--- config.mk ---
export PLATFORM = sky130hd
export DESIGN_NAME = booth_seq
export DESIGN_NICKNAME = d
export VERILOG_FILES = /design/src/rtl/booth_seq_pkg.sv /design/src/rtl/booth_step.sv /design/src/rtl/booth_seq.sv
export SDC_FILE = /design/constraint.sdc
export NUM_CORES = 1
export LEC_CHECK = 0
export CORE_ASPECT_RATIO = 0.8
export CORE_MARGIN = 2
export CORE_UTILIZATION = 25
export DETAILED_ROUTE_END_ITERATION = 8
export SLEW_MARGIN = 5
export SYNTH_ARGS = -nofsm -noshare
export SYNTH_HDL_FRONTEND = slang
export SYNTH_SLANG_ARGS = --single-unit
--- constraint.sdc ---
create_clock -name clk -period 3.2 [get_ports clk]
set_input_delay 0.64 -clock clk [delete_from_list [all_inputs] [get_ports clk]]
set_output_delay 0.64 -clock clk [all_outputs]
set_load 0.1 [all_outputs]
--- src/rtl/booth_seq_pkg.sv ---
// booth_seq_pkg: shared definitions for the sequential Booth multiplier.
//   DEFAULT_WIDTH : default operand width
//   state_t       : FSM state encoding (IDLE, CALC, DONE)
package booth_seq_pkg;

   localparam int DEFAULT_WIDTH = 4;

   typedef enum logic [1:0] {
      S_IDLE = 2'd0,
      S_CALC = 2'd1,
      S_DONE = 2'd2
   } state_t;

endpackage

--- src/rtl/booth_step.sv ---
// booth_step: one combinational radix-2 Booth iteration.
// Performs the add/subtract selected by {q[0], q_1}, then an arithmetic
// right shift of {A, Q, q_1} by one bit.
//   a, q, q_1, m                : current accumulator, multiplier, history bit, multiplicand
//   a_next, q_next, q_1_next    : values after the step
module booth_step
   import booth_seq_pkg::*;
#(
   parameter int WIDTH = DEFAULT_WIDTH
) (
   input  logic [WIDTH:0]   a,
   input  logic [WIDTH-1:0] q,
   input  logic             q_1,
   input  logic [WIDTH:0]   m,
   output logic [WIDTH:0]   a_next,
   output logic [WIDTH-1:0] q_next,
   output logic             q_1_next
);

   // WIDTH+1 bit arithmetic; carry-out simply falls off the top, which keeps
   // -2^(WIDTH-1) as a multiplicand representable after negation.
   logic [WIDTH:0] sum;

   always_comb begin
      sum = a;
      case ({q[0], q_1})
         2'b10:   sum = a - m;
         2'b01:   sum = a + m;
         default: sum = a;
      endcase
      a_next   = {sum[WIDTH], sum[WIDTH:1]};
      q_next   = {sum[0], q[WIDTH-1:1]};
      q_1_next = q[0];
   end

endmodule

--- src/rtl/booth_seq.sv ---
// booth_seq: sequential radix-2 Booth signed multiplier.
// One Booth step per clock in CALC; fixed latency of WIDTH steps, then a
// single DONE cycle before returning to IDLE.
//   clk     : clock, rising edge
//   reset   : synchronous, active-low
//   start   : begin a multiply (sampled only in IDLE)
//   mcand   : signed multiplicand, WIDTH bits
//   mplr    : signed multiplier, WIDTH bits
//   busy    : high while in CALC
//   done    : one-cycle pulse while in DONE
//   product : signed 2*WIDTH result, held until the next completed multiply
module booth_seq
   import booth_seq_pkg::*;
#(
   parameter int WIDTH = DEFAULT_WIDTH
) (
   input  logic               clk,
   input  logic               reset,
   input  logic               start,
   input  logic [WIDTH-1:0]   mcand,
   input  logic [WIDTH-1:0]   mplr,
   output logic               busy,
   output logic               done,
   output logic [2*WIDTH-1:0] product
);

   localparam int CW = (WIDTH > 2) ? $clog2(WIDTH) : 1;

   state_t           state;
   logic [WIDTH:0]   a;
   logic [WIDTH-1:0] q;
   logic             q_1;
   logic [WIDTH:0]   m;
   logic [CW-1:0]    cnt;

   logic [WIDTH:0]   a_n;
   logic [WIDTH-1:0] q_n;
   logic             q_1_n;

   booth_step #(.WIDTH(WIDTH)) u_step (
      .a        (a),
      .q        (q),
      .q_1      (q_1),
      .m        (m),
      .a_next   (a_n),
      .q_next   (q_n),
      .q_1_next (q_1_n)
   );

   always_ff @(posedge clk) begin
      if (!reset) begin
         state   <= S_IDLE;
         a       <= '0;
         q       <= '0;
         q_1     <= 1'b0;
         m       <= '0;
         cnt     <= '0;
         product <= '0;
         busy    <= 1'b0;
         done    <= 1'b0;
      end else begin
         case (state)
            S_IDLE: begin
               if (start) begin
                  m     <= {mcand[WIDTH-1], mcand};
                  q     <= mplr;
                  a     <= '0;
                  q_1   <= 1'b0;
                  cnt   <= CW'(WIDTH - 1);
                  state <= S_CALC;
                  busy  <= 1'b1;
               end
            end
            S_CALC: begin
               a   <= a_n;
               q   <= q_n;
               q_1 <= q_1_n;
               cnt <= cnt - 1'b1;
               if (cnt == '0) begin
                  // Final step: publish the low 2*WIDTH bits of {A,Q} directly
                  // from the step outputs so product is valid in DONE.
                  product <= {a_n[WIDTH-1:0], q_n};
                  state   <= S_DONE;
                  busy    <= 1'b0;
                  done    <= 1'b1;
               end
            end
            S_DONE: begin
               state <= S_IDLE;
               done  <= 1'b0;
            end
            default: begin
               state <= S_IDLE;
               busy  <= 1'b0;
               done  <= 1'b0;
            end
         endcase
      end
   end

endmodule

After elaboration in Yosys (flattened, before gate mapping)
Index checks and enable logic that the tools add are counted.

Bits in writable memories: 0. Register bits after elaboration: 28. Memory bits (read-only): 0. Input port bits: 11. Bits in latches: 0. Memories: 0.

Mux-type cells: 17. $add $sub $neg: 3. Bitwise logic cells: 2. Div/mod/pow operators: 0. Equality and inequality tests: 6. Reduce and logical (&&, ||, !) cells: 9. $mul: 0. Magnitude comparators: 0. Shift-type cells: 0.

Operators with widths (count): case mux 5 bit (2 select lines) (2); AND reduction 2 bit (5); case mux 2 bit (2 select lines) (2); case mux 4 bit (2 select lines) (1); 2-to-1 mux 2 bit (3); adder 5 bit (1); 2-to-1 mux 5 bit (1); subtractor 5 bit (1); == test 2 x 1 -> 1 bit (second input constant) (2); == test 2 bit (second input constant) (2); zero test 2 bit (2); 2-to-1 mux 1 bit (4); 2-to-1 mux 4 bit (1); != test 2 bit (second input constant) (2); case mux 1 bit (2 select lines) (2); case mux 1 bit (3 select lines) (1); AND reduction 3 bit (1); inverter 1 bit (2); nonzero test 2 bit (1); subtractor 2 x 1 -> 2 bit (second input constant) (1).

Longest topological paths before layout
Gate-level depths: netlist of the first run.

Depth in word-level cells: 3. Mapped depth: 10.

Hierarchy
A second synthesis of the first run with hierarchy kept.

Cell total of the unflattened synthesis: 159. Area, all modules: 1452.6 µm².

Modules (own cells, without submodules): booth_seq (area an instance 1093.5 µm², instances 1, sequential area each 560.5 µm², cells each 114); booth_step (area an instance 359.1 µm², instances 1, sequential area each 0.0 µm², cells each 45).

Least setup slack after synthesis of the first run
Ideal clock, no wire load.

Path type: reg2reg. From: reg m[0]. To: reg product[7]. Cell stages (with the launch flop): 10. Period minus slack after synthesis: 2.432 ns. Data arrival time: 2.343 ns. Library setup time: 0.088 ns. Path slack: 0.768 ns. Path through: dfxtp_1 inv_1 ha_1 mux2_2 fa_1 a21o_1 a21oi_2 xnor2_1 or3_1 a311oi_2.

Cells in the longest elaborated chain, start to end: 2. Elaborated cells between the ends (all ways): 3. Classes of those cells: add/sub: 2; mux: 1.

RTL lines: start: declaration (RTL line booth_seq.sv:33) `logic [WIDTH:0] m;`; start signal: assignment (RTL line booth_seq.sv:65) `m <= {mcand[WIDTH-1], mcand};`; adder 5 bit or subtractor 5 bit (tied branches) (RTL line booth_step.sv:28, booth_step.sv:27); case mux 5 bit (2 select lines) * (RTL line booth_step.sv:26) `case ({q[0], q_1})`; end signal: assignment (RTL line booth_seq.sv:82) `product <= {a_n[WIDTH-1:0], q_n};`; end: declaration (RTL line booth_seq.sv:24) `output logic [2*WIDTH-1:0] product`.

Mark *: on every way between the ends. The rest lies on a longest branch, timed or not. A chain may end at the register's enable or synchronous reset.

Worst setup path after layout of the first run
Ends and elaborated chain as after synthesis.

==> flow_summary.ini, run 1 <==
[run_status]
status = complete, no violations

[sta]
finalSetupViolCount = 0
final.min_clock_period_ns = 2.56
timing.slew.headroom = 0.539
rsz0062_at_grt = no
clock_skew_ns = 0.00387
worst_pin_slew_ns = 0.691
tns_ns = 0
finalCritPeriodShare = 0.801
timing.fmax_ghz = 0.390
hold_viol = 0
maxSlewViolCount = 0

[critical_path]
max_stage_delay_ns = 0.42
cpMaxStageDelayCell = fa_1
criticalPathCategory = flip-flop to flip-flop
r2r-end = product[7]
crit_chain = inv_1 > ha_1 > mux2_2 > fa_1 > a21o_1 > a21oi_2 > xnor2_1 > or3_1 > a311oi_2
cp.required_ns = 3.38
r2r-start = m[0]
cp_max_fo = 4
cp-end-kind = flip-flop
cp-start-kind = flip-flop
rr_worst_depth = 9
worstPathArrival_ns = 2.75
r2r_slack_ns = 0.64

[synthesis]
synth_fp_nets = 173
synth_edf_count = 0
synth_top_flop_cell = dfxtp_1
synthDistinctLibCells = 36
ys_seq_area_frac = 0.418
syn_inst = 153
yosysWarningCount = 0
netlist_area_um2 = 1290
async_reset_ff_frac = 0
netlist_top_cells_count = dfxtp_1, nor2_1, nand2_1
synth_top_cell_by_area = dfxtp_1
synth.top_cell.area_share = 0.418
yosysMostFrequentCell = dfxtp_1
synth_area_leaders = dfxtp_1, ha_1, nor2_1
synth.avg_cell_area_um2 = 8.45
synth-seq-cells = 27

[layout]
area_growth_pct = 21.8
final-seq-area_um2 = 541
finish.net_count = 194
drive_gt1_frac = 0.110
fill_cells = 554
multiInputGateArea_um2 = 697
antenna_cells = 0

[worst_hold_path]
hold_depth = 2
hold_class = flip-flop to flip-flop
whs_endpoint = product[1]
hp-start = product[1]

[global_route]
grt_pass1_vias = 925
grtUsageTotal = 0.0983
grt_first_pass_wirelength_mm = 4.47
gr-total-overflow = 0
grt_max_degree = 23
antenna_found_initial = 0

[floorplanning]
die_w_um = 84.4
io_pins = 21
die_area_um2 = 5760
fp.dieH_um = 68.3
rows = 23
core_area_um2 = 5010
start_util = 0.258

[route]
drtIter0Drc = 38
vias = 1070
routedWlPerCell_um = 11.2
routed_wl_mm = 2.63
remaining_drc_errors = 0
drtPass1Iterations = 4
ant_nets = 0
vias_per_cell = 4.55

[place]
gp_congestion = 0.774
port-buffer-count = 20
dp_hpwl_mm = 2.07

[cts]
cts_sinks = 27
cts-root-buf = clkbuf_8
clock_latency_ns = 0.27
cts.repair.resized = 0
path_clk_slew_ns = 0.09
clock_path_buffers = 2
cts_buffers = 3
post_cts_buffers = 0
cts.hold.buffers_added = 0
cts_tree = built
htree_levels = 1

[pwr]
p_leak_nw = 0.646
power-per-cell-area_nw_per_um2 = 509
p_total_w = 0.000801
worst_ir_drop_vdd_v = 0.000227

[run]
maxCapViolCount = 0
cells in the final DEF, fill, tap and decap left out, types with 3 or more instances in the layout:
master            n
nand2_1          20
a211oi_1          4
o21ai_0           5
clkdlybuf4s50_1  10
a21oi_1          14
dfxtp_1          27
xor2_1            3
ha_1              8
nor2_1           25
clkbuf_8          3
and2_1            3
buf_4            11
inv_1             8
kinds of logic after synthesis:
group | count (synthesis) | share of synthesized area
adders and majority gates | 9 | 0.0929
and+or+nand+nor | 57 | 0.190
DFF | 27 | 0.418
buffers and inverters | 13 | 0.0426
muxes | 3 | 0.0242
AOI/OAI and AO/OA | 39 | 0.198
xor gates and xnor gates | 5 | 0.0339
cell type report:
class | instances | share of cell area
multi-input combinational | 113 | 0.443
sequential | 27 | 0.343
timing repair buffer | 21 | 0.116
tap | 62 | 0.0493
clock buffer | 3 | 0.0262
inverter | 8 | 0.0191
clock inverter | 1 | 0.00318
stage by stage:
| stage | area, µm² | instances | util | worst slack (ns) | hold WS, ns |
|---|---|---|---|---|---|
| 5_1_grt | 1570 | 235 | 0.314 | 0.464 | 0.477 |
| 6_report | 1570 | 235 | 0.314 | 0.638 | 0.460 |
| 4_1_cts | 1570 | 235 | 0.314 | 0.615 | 0.464 |
| 3_3_place_gp | 1530 | 231 | 0.305 | 0.699 | 0.450 |
| 3_5_place_dp | 1530 | 231 | 0.305 | 0.647 | 0.450 |
| 2_1_floorplan | 1290 | 153 | - | 0.768 | 0.442 |
flip-flops by register name, summed over array words and instances, names as in the netlist:
signal	count
a	4
busy	1
cnt	2
done	1
m	4
product	8
q	4
q_1	1
state	2
how the worst max path moves through the flow:
stage,startpoint,endpoint,slack (ns),depth (start not counted)
global placement,m[0],product[7],0.70,9
floorplan,m[0],product[7],0.77,9
detailed placement,m[0],product[7],0.65,9
global route,m[0],product[7],0.46,9
CTS,m[0],product[7],0.62,9
finish,m[0],product[7],0.64,9
worst max-delay path: cells and delay by family, from the launching register on:
kind | cells | cell delay (ns)
xor+xnor | 1 | 0.12
buf+inv | 1 | 0.07
mux | 1 | 0.30
fa+ha+maj | 2 | 0.70
compound gates | 3 | 0.59
flops | 1 | 0.36
simple gates | 1 | 0.33
report_power, final:
group          internal [W]  switching, W  total [W]
registers          0.000362     0.0000180   0.000380
clock network     0.0000871      0.000101   0.000188
logic             0.0000779      0.000156   0.000234
metal layers:
metal / share of wire / wire length, µm / global-route usage / up-vias
met5: 0 / 0 / 0 / -
met4: 0.0023 / 6 / 0.0119 / 0
met3: 0.051 / 133 / 0.0302 / 2
met2: 0.42 / 1100 / 0.149 / 24
met1: 0.53 / 1390 / 0.142 / 477
li1: - / - / - / 567
Power figures use the tool's default switching activity.
==> run 2: changes to the inputs <==
- clock period: 3.2 -> 2.31 ns (I/O delays scaled with it)
==> flow_summary.ini, run 2 (same netlist as run 1, synthesis figures left out) <==
[place]
dp_hpwl_mm = 2.14
port-buffer-count = 20
dp.cells = 239
place_ws_ns = -0.0411
gp_congestion = 0.783

[layout]
largest_reg_flops = 8
area_growth_pct = 33.4
largest_register = product
multiInputGateArea_um2 = 738
mostFrequentLayoutCell = buf_4
final-seq-area_um2 = 544
fin_util = 0.344
finish.net_count = 208
drive_gt1_frac = 0.235
fill_cells = 546
final_cell_mix = buf_4, nor2_1, dfxtp_1
stdcell_count = 249
antenna_cells = 0

[route]
remaining_drc_errors = 0
vias = 1120
vias_per_cell = 4.50
routedWlPerCell_um = 11.4
drtIter0Drc = 45
routed_wl_mm = 2.84
ant_nets = 0
drtPass1Iterations = 4

[floorplanning]
fp.dieH_um = 68.3
die_w_um = 84.4
die_area_um2 = 5760
rows = 23
start_util = 0.258
core_area_um2 = 5010
io_pins = 21

[critical_path]
worst-path-buf-inv = 1
max_stage_delay_ns = 0.35
cpMaxStageDelayCell = fa_2
r2r-end = product[7]
rr_worst_depth = 9
cp-start-kind = flip-flop
critical-path-top-delay-family = compound AO/OA/AOI/OAI gates
cp-end-kind = flip-flop
worstPathArrival_ns = 2.50
worstSetupEndpoint = product[7]
crit_chain = inv_2 > ha_4 > mux2_4 > fa_2 > a21o_1 > a21oi_2 > xnor2_2 > or3_1 > a311oi_2
criticalPathCategory = flip-flop to flip-flop
cp.required_ns = 2.50
crit_start = m[0]
r2r_slack_ns = -0.0008
cp.depth = 9
cp_max_fo = 3
r2r-start = m[0]

[run_status]
violations = setup timing
status = finished, violations left

[pwr]
worst_ir_drop_vdd_v = 0.000382
p_leak_nw = 0.724
power-per-cell-area_nw_per_um2 = 680

[sta]
tns_ns = -0.000796
timing.fmax_ghz = 0.433
clock_skew_ns = 0.00637
worst_pin_slew_ns = 0.706
final.min_clock_period_ns = 2.31
timing.slew.headroom = 0.529
finalSetupViolCount = 1
fin_ws_ns = -0.000796
finalCritPeriodShare = 1.00
rsz0062_at_grt = yes
hold_viol = 0
maxSlewViolCount = 0

[global_route]
antenna_found_initial = 0
grt_pass1_vias = 1038
grtUsageMet3 = 0.0362
grt_first_pass_wirelength_mm = 4.67
gr-total-overflow = 0
grt_use_met1 = 0.139
grtUsageTotal = 0.101
globalRoute.busiestLayer = met2
grt_use_met2 = 0.155
grt_max_degree = 23

[cts]
cts-root-buf = clkbuf_8
cts.hold.buffers_added = 0
clock_latency_ns = 0.27
cts_tree = built
htree_levels = 1
clock_path_buffers = 2
cts_buffers = 3
path_clk_slew_ns = 0.09
cts_sinks = 27

[run]
maxCapViolCount = 0

[worst_hold_path]
hold_class = flip-flop to flip-flop
[run 2: cell types whose count changed in the layout (fill, tap and decap cells not counted), sizes merged]
cell  previous run  this run
buf             11        25
[run 2: what timing repair did]
action	4_1_cts	5_1_grt
gates resized for setup	7	4
pin swaps	1	5
buffers inserted	2	4
endpoints found under the setup margin	2	2
[run 2: per-stage QoR]
stage                     total power, W  hold slack (ns)  instance area (µm²)
after floorplan                 0.000787            0.442                 1300
after global placement          0.000880            0.448                 1600
after detailed placement        0.000882            0.451                 1600
after CTS                        0.00117            0.464                 1690
after global routing             0.00125            0.479                 1720
final                            0.00117            0.462                 1720
[run 2: final cells by class]
class / instances / area share
Clock buffer: 3 / 0.0239
Clock inverter: 1 / 0.00290
Inverter: 8 / 0.0174
Multi-Input combinational cell: 113 / 0.428
Sequential cell: 27 / 0.316
Tap cell: 62 / 0.0450
Timing Repair Buffer: 35 / 0.167
[run 2: worst min path at each step]
stage | from | endpoint | slack, ns | depth (start not counted)
6_report | product[5] | product[5] | 0.46 | 2
5_1_grt | product[1] | product[1] | 0.48 | 2
4_1_cts | product[0] | product[0] | 0.46 | 2
3_5_place_dp | product[0] | product[0] | 0.45 | 2
3_3_place_gp | product[1] | product[1] | 0.45 | 2
2_1_floorplan | q[1] | product[0] | 0.44 | 2
[run 2: worst min-delay path: stages, from the launching register on]
cell     delay (ns)
dfxtp_1        0.32
nand2_1        0.05
a21oi_1        0.05
[run 2: power breakdown]
part           switching (W)  internal, W
clock               0.000146     0.000121
sequential         0.0000250     0.000502
combinational       0.000231     0.000147
total               0.000402     0.000770
[run 2: metal layers]
layer | up-vias | wire [µm]
met2 | 15 | 1190
met3 | 5 | 115
li1 | 594 | -
met4 | 0 | 16
met5 | - | 0
met1 | 506 | 1520
